==> config.mk <==
export PLATFORM = sky130hd
export DESIGN_NAME = i2s_transmitter
export DESIGN_NICKNAME = d
export VERILOG_FILES = /design/src/rtl/i2s_pkg.sv /design/src/rtl/i2s_clkgen.sv /design/src/rtl/i2s_transmitter.sv
export SDC_FILE = /design/constraint.sdc
export NUM_CORES = 1
export LEC_CHECK = 0
export ABC_AREA = 1
export BUFFER_PORTS_ARGS = -buffer_cell sky130_fd_sc_hd__buf_4
export CAP_MARGIN = 0
export CORE_ASPECT_RATIO = 1.25
export CORE_MARGIN = 5
export CORE_UTILIZATION = 50
export CTS_CLUSTER_SIZE = 28
export DETAILED_ROUTE_END_ITERATION = 10
export PLACE_DENSITY = 0.69
export SETUP_SLACK_MARGIN = 0.05
export SLEW_MARGIN = 20
export SYNTH_ARGS = -nofsm -noshare
export SYNTH_HDL_FRONTEND = slang
export SYNTH_HIERARCHICAL = 1
export SYNTH_SLANG_ARGS = --single-unit
==> constraint.sdc <==
create_clock -name clk_in -period 6.4 [get_ports clk_in]
set_clock_uncertainty 0.2 [all_clocks]
set_input_delay 0.32 -clock clk_in [delete_from_list [all_inputs] [get_ports clk_in]]
set_output_delay 0.32 -clock clk_in [all_outputs]
set_load 0.005 [all_outputs]
==> src/rtl/i2s_pkg.sv <==
`default_nettype none
// ============================================================================
// Module  : i2s_pkg
// Purpose : Shared I2S slot format constants and stereo sample type.
// Revision: 1.0
// ============================================================================
package i2s_pkg;

  localparam int SLOT_W           = 32;
  localparam int FRAME_BITS       = 2 * SLOT_W;
  localparam int HALF_DIV_DEFAULT = 12;
  localparam int SAMPLE_W         = 16;

  typedef struct packed {
    logic signed [SAMPLE_W-1:0] left;
    logic signed [SAMPLE_W-1:0] right;
  } stereo_t;

endpackage
`default_nettype wire

==> src/rtl/i2s_clkgen.sv <==
`default_nettype none
// ============================================================================
// Module  : i2s_clkgen
// Purpose : BCLK divider, frame bit counter, LRCLK and fall/load strobes.
// Revision: 1.0
// ============================================================================
module i2s_clkgen
  import i2s_pkg::*;
#(
  parameter int HALF_DIV = i2s_pkg::HALF_DIV_DEFAULT,
  parameter int SLOT_W   = i2s_pkg::SLOT_W
) (
  input  logic                          clk_i,
  input  logic                          rst_i,
  output logic                          bclk_o,
  output logic                          lrclk_o,
  output logic [$clog2(2*SLOT_W)-1:0]   bit_cnt_nxt_o,
  output logic                          fall_stb_o,
  output logic                          load_stb_o
);

  localparam int DW = $clog2(HALF_DIV);
  localparam int BW = $clog2(2*SLOT_W);

  logic [DW-1:0] div_cnt_q, div_cnt_d;
  logic [BW-1:0] bit_cnt_q, bit_cnt_d;
  logic          bclk_q, bclk_d;
  logic          lrclk_q, lrclk_d;
  logic          wrap, fall, load;

  always_comb begin
    wrap      = (div_cnt_q == DW'(HALF_DIV-1));
    fall      = wrap & bclk_q;
    load      = fall & (bit_cnt_q == BW'(2*SLOT_W-1));
    div_cnt_d = wrap ? '0 : div_cnt_q + 1'b1;
    bclk_d    = bclk_q ^ wrap;
    bit_cnt_d = bit_cnt_q;
    lrclk_d   = lrclk_q;
    if (fall) begin
      bit_cnt_d = load ? '0 : bit_cnt_q + 1'b1;
      lrclk_d   = (bit_cnt_d >= BW'(SLOT_W));
    end
  end

  // Counter starts on the last bit so the first falling edge is a frame load.
  always_ff @(posedge clk_i) begin
    if (rst_i) begin
      div_cnt_q <= '0;
      bit_cnt_q <= BW'(2*SLOT_W-1);
      bclk_q    <= 1'b0;
      lrclk_q   <= 1'b1;
    end else begin
      div_cnt_q <= div_cnt_d;
      bit_cnt_q <= bit_cnt_d;
      bclk_q    <= bclk_d;
      lrclk_q   <= lrclk_d;
    end
  end

  assign bclk_o        = bclk_q;
  assign lrclk_o       = lrclk_q;
  assign bit_cnt_nxt_o = bit_cnt_d;
  assign fall_stb_o    = fall;
  assign load_stb_o    = load;

endmodule
`default_nettype wire

==> src/rtl/i2s_transmitter.sv <==
`default_nettype none
// ============================================================================
// Module  : i2s_transmitter
// Purpose : One-deep buffered stereo sample serialiser, Philips I2S master.
// Revision: 1.0
// ============================================================================
module i2s_transmitter
  import i2s_pkg::*;
#(
  parameter int HALF_DIV = i2s_pkg::HALF_DIV_DEFAULT,
  parameter int SAMPLE_W = i2s_pkg::SAMPLE_W,
  parameter int SLOT_W   = i2s_pkg::SLOT_W
) (
  input  logic                clk_in,
  input  logic                rst_in,
  input  logic                ready_in,
  input  logic [SAMPLE_W-1:0] left_in,
  input  logic [SAMPLE_W-1:0] right_in,
  output logic                i2s_bclk_out,
  output logic                i2s_lrclk_out,
  output logic                i2s_data_out,
  output logic                frame_start_out,
  output logic                underrun_out,
  output logic                overrun_out
);

  localparam int BW = $clog2(2*SLOT_W);

  logic [BW-1:0]       bit_nxt;
  logic                fall, load;

  logic [SAMPLE_W-1:0] pend_l_q, pend_l_d, pend_r_q, pend_r_d;
  logic [SAMPLE_W-1:0] tx_l_q, tx_l_d, tx_r_q, tx_r_d;
  logic                pend_v_q, pend_v_d;
  logic                data_q, data_d;
  logic                fs_q, under_q, over_q;
  logic                under_d, over_d;
  logic                upper, bit_sel;
  logic [BW-1:0]       pos;
  logic [SAMPLE_W-1:0] chan;

  i2s_clkgen #(
    .HALF_DIV (HALF_DIV),
    .SLOT_W   (SLOT_W)
  ) u_clkgen (
    .clk_i         (clk_in),
    .rst_i         (rst_in),
    .bclk_o        (i2s_bclk_out),
    .lrclk_o       (i2s_lrclk_out),
    .bit_cnt_nxt_o (bit_nxt),
    .fall_stb_o    (fall),
    .load_stb_o    (load)
  );

  always_comb begin
    pend_l_d = pend_l_q;
    pend_r_d = pend_r_q;
    pend_v_d = pend_v_q;
    tx_l_d   = tx_l_q;
    tx_r_d   = tx_r_q;
    under_d  = 1'b0;
    over_d   = 1'b0;
    if (load) begin
      if (pend_v_q) begin
        tx_l_d   = pend_l_q;
        tx_r_d   = pend_r_q;
        pend_v_d = ready_in;
        if (ready_in) begin
          pend_l_d = left_in;
          pend_r_d = right_in;
        end
      end else if (ready_in) begin
        tx_l_d = left_in;
        tx_r_d = right_in;
      end else begin
        under_d = 1'b1;
      end
    end else if (ready_in) begin
      pend_l_d = left_in;
      pend_r_d = right_in;
      pend_v_d = 1'b1;
      over_d   = pend_v_q;
    end
  end

  // Slot position p sends sample bit SAMPLE_W-p for p = 1..SAMPLE_W, else 0.
  always_comb begin
    upper   = (bit_nxt >= BW'(SLOT_W));
    pos     = upper ? bit_nxt - BW'(SLOT_W) : bit_nxt;
    chan    = upper ? tx_r_d : tx_l_d;
    bit_sel = 1'b0;
    for (int i = 0; i < SAMPLE_W; i++) begin
      if (pos == BW'(SAMPLE_W - i)) begin
        bit_sel = chan[i];
      end
    end
    data_d = fall ? bit_sel : data_q;
  end

  always_ff @(posedge clk_in) begin
    if (rst_in) begin
      pend_l_q <= '0;
      pend_r_q <= '0;
      pend_v_q <= 1'b0;
      tx_l_q   <= '0;
      tx_r_q   <= '0;
      data_q   <= 1'b0;
      fs_q     <= 1'b0;
      under_q  <= 1'b0;
      over_q   <= 1'b0;
    end else begin
      pend_l_q <= pend_l_d;
      pend_r_q <= pend_r_d;
      pend_v_q <= pend_v_d;
      tx_l_q   <= tx_l_d;
      tx_r_q   <= tx_r_d;
      data_q   <= data_d;
      fs_q     <= load;
      under_q  <= under_d;
      over_q   <= over_d;
    end
  end

  assign i2s_data_out    = data_q;
  assign frame_start_out = fs_q;
  assign underrun_out    = under_q;
  assign overrun_out     = over_q;

endmodule
`default_nettype wire
==> summary.md <==
| Metric | Value |
|---|---|
| Clk buf depth | 2 |
| Clock-pin slew on the worst setup and hold paths | 0.08 ns |
| Mean post-synth cell area | 6.93 um2 |
| PD cells | 234 mW/mm2 |
| Core ar. | 0.00784 mm2 |
| Antenna diode count | 0 |
| Reg power frac | 0.496 |
| Layout cell share with drive strength beyond 1 | 0.130 |
| Via Count | 3829 |
| Clk network pwr share | 0.433 |
| DRT met1 WL | 4.17 mm |
| Post-route worst setup slack | 2.52 ns |
| Clock root cell | clkbuf_8 |
| Switching share of power | 0.228 |
| Fill cells | 764 |
| Drt wl/cell | 13.8 um |
| Fmax | 0.258 GHz |
| Total CTS buffers | 9 |
| TritonCTS clock tree | yes |
| Worst R2R Setup Slack | 2.52 ns |
| Tcrit/Tclk final | 0.606 |
| Area Overhead vs Synth | 11.7% |
| Clk sinks | 81 |
| Psw | 0.241 mW |
| Ys Warns | 6 |
| Final min period | 3.88 ns |
| Die Y | 111 um |
| H-tree depth | 3 |
| Final hold violation count | 0 |
| Gate Count Post-Synth | 585 |
| Pin count of the biggest net entering global routing | 52 |
| CP cell instances | ha_1 > inv_1 > or2_2 > nor2_1 > ha_1 > inv_2 > nor3_4 > inv_2 > nor2_8 > nor2_2 > inv_1 > buf_4 > o21ai_0 > a21oi_1 |
| # hold bufs at CTS | 0 |
| Data arrival, critical path | 3.97 ns |
| Critical path data required time | 6.49 ns |
| Max VDD drop | 0.136 mV |
| # IOs | 41 |
| Fin util | 0.578 |
| Via-to-Cell Ratio | 5.43 |
| CTS resizes | 0 |
| DR top layer | met4 |
| DP Wirelength | 6.51 mm |
| Skew-Pair Late Insertion Delay | 0.37 ns |
| Post-synthesis sequential area ratio | 0.400 |
| Crit-path slowest cell | inv_1 |
| Leakage | 1.97 nW |
| Post-synthesis register bit count | 81 |
| Final ANT Viol Nets | 0 |
| First-pass GRT wire length | 17.2 mm |
| Status | finished clean |
| Critical path type | register to register |
| Total iterations of the first detailed-routing run | 4 |
| GRT Util Overall | 0.206 |
| CP max FO | 33 |
| Netlist cell types | 34 |
| Comb pwr share | 0.070 |
| Setup TNS | 0 ns |
| Tightest Pin Transition | 0.670 ns |
| Synthesized cell area | 0.00406 mm2 |
| Hold WS | 0.0243 ns |
| Row count | 36 |
| Syn_nets | 623 |
| Antenna violations before repair | 0 |
| Nets | 643 |
| Die area | 0.0100 mm2 |
| GP Congestion | 0.890 |
| Layout Cells excl Fill | 705 |
| Setup Viol. Count Final | 0 |
| Final WL | 9.76 mm |
| Pre-CTS setup slack | 2.54 ns |
| Worst setup EP type | register |
| Worst Setup Start Kind | register |
| Number of post-CTS setup repair buffers | 0 |
| # DRC | 0 |
| WL met3 | 500 um |
| Final Max Tran Viols | 0 |
| Starting density of the core | 0.517 |
| Int Pwr | 0.819 mW |
| Metal2 WL | 4.90 mm |
| DRT iter0 DRCs | 297 |
| Worst Hold Class | input pin to register |
| Placed cells | 689 |
| Max Cap Viol | 0 |
| CP max stage delay | 0.49 ns |
| Slew Limit Headroom | 0.553 |
| GRT overflow | 0 |
| RSZ-0062 raised after global routing | false |
| Number of global-route vias before repair | 3787 |
| Die Wd | 90.6 um |
| Buffers added on ports | 40 |
## cells in the final DEF, fill, tap and decap left out
cell type,Yosys,routed
nand2_1,107,107
dfxtp_1,81,81
inv_1,79,79
nor2_1,70,70
a21oi_1,60,60
o21ai_0,47,47
buf_4,5,42
nand3_1,33,33
o22ai_1,21,21
clkbuf_8,0,10
o21bai_1,7,7
nand4_1,6,6
a221oi_1,5,5
or2_2,4,4
or2_0,3,3
nor2_2,3,3
nor3_1,3,3
nand3_2,3,3
bufinv_16,0,3
ha_1,3,3
inv_2,2,2
or2_1,2,2
o211ai_2,2,2
a211oi_1,2,2
o21ai_2,2,2
inv_6,1,1
nor2_8,1,1
nand2_4,1,1
nand2_2,1,1
a211o_1,1,1
clkinvlp_4,0,1
clkinv_2,0,1
clkbuf_1,11,1
nor3_4,1,1
a21o_2,1,1
## routing by layer
layer  vias to the layer above  GRT usage
li1                       1936          -
met4                         0     0.0874
met1                      1775      0.241
met5                         -          0
met3                        18     0.0482
met2                       100      0.355
## through the flow
stage	total power, mW	instance area, um2
3_3_place_gp	0.611	4290
6_report	1.06	4530
5_1_grt	1.10	4530
4_1_cts	1.07	4530
2_1_floorplan	0.585	4060
3_5_place_dp	0.613	4290
## synthesized netlist by cell type, drive strengths merged
| master | number | area [um2] |
|---|---|---|
| nand3 | 36 | 195 |
| buf | 22 | 163 |
| or2 | 9 | 56.3 |
| nor3 | 4 | 31.3 |
| a21o | 1 | 8.76 |
| clkbuf | 11 | 41.3 |
| a21oi | 60 | 300 |
| a221oi | 5 | 43.8 |
| dfxtp | 81 | 1620 |
| a211oi | 2 | 15.0 |
| o21bai | 7 | 52.6 |
| nand2 | 109 | 419 |
| nor2 | 74 | 302 |
| o21ai | 49 | 253 |
| a211o | 1 | 8.76 |
| o22ai | 21 | 131 |
| nand4 | 6 | 37.5 |
| o211ai | 2 | 25.0 |
| inv | 82 | 313 |
| ha | 3 | 37.5 |
## power by group through the flow
stage	combinational (mW)	sequential, mW	clock, mW
6_report	0.0745	0.526	0.459
5_1_grt	0.0860	0.528	0.487
4_1_cts	0.0751	0.526	0.467
3_5_place_dp	0.0748	0.538	0
3_3_place_gp	0.0733	0.538	0
2_1_floorplan	0.0499	0.535	0
## worst max-delay path, delay by kind of cell, from the launching register on
family          cells  cell delay, ns
buf+inv             5            1.24
simple gates        5            1.24
fa+ha+maj           2            0.46
flops               1            0.38
compound gates      2            0.27
## state kept, by name, summed over array words and instances, names as in the netlist
name	count
pend_l_q	16
pend_r_q	16
tx_l_q	16
tx_r_q	16
u_clkgen/bit_cnt_q	6
u_clkgen/div_cnt_q	4
frame_start_out	1
i2s_data_out	1
overrun_out	1
pend_v_q	1
u_clkgen/bclk_o	1
u_clkgen/lrclk_o	1
underrun_out	1
## cells by family after synthesis
logic type | after synthesis | share of synthesized area
buffers and inverters | 115 | 0.127
flip-flops | 81 | 0.400
AO/OA/AOI/OAI | 148 | 0.207
adder cells (fa/ha/maj) | 3 | 0.00926
AND/OR/NAND/NOR | 238 | 0.257
## cell type report
cell class	count	area, um2	area share
multi-input cells	389	1920	0.423
flip-flops and latches	81	1620	0.358
repair buffers	42	315	0.0696
inverters	82	313	0.0691
clock buffers	11	141	0.0312
well taps	95	119	0.0262
clock inverters	5	103	0.0227
## worst paths after layout
| check | start | end | cells after the start |
|---|---|---|---|
| worst max-delay path | u_clkgen/div_cnt_q[0]$_SDFF_PP0_ | pend_l_q[8]$_SDFFE_PP0P_ | 14 |
| worst min-delay path | left_in[2] | pend_l_q[2]$_SDFFE_PP0P_ | 3 |
| worst max register to register | u_clkgen/div_cnt_q[0]$_SDFF_PP0_ | pend_l_q[8]$_SDFFE_PP0P_ | 14 |
| worst min register to register | pend_l_q[3]$_SDFFE_PP0P_ | pend_l_q[3]$_SDFFE_PP0P_ | 2 |
Power figures use the tool's default switching activity.
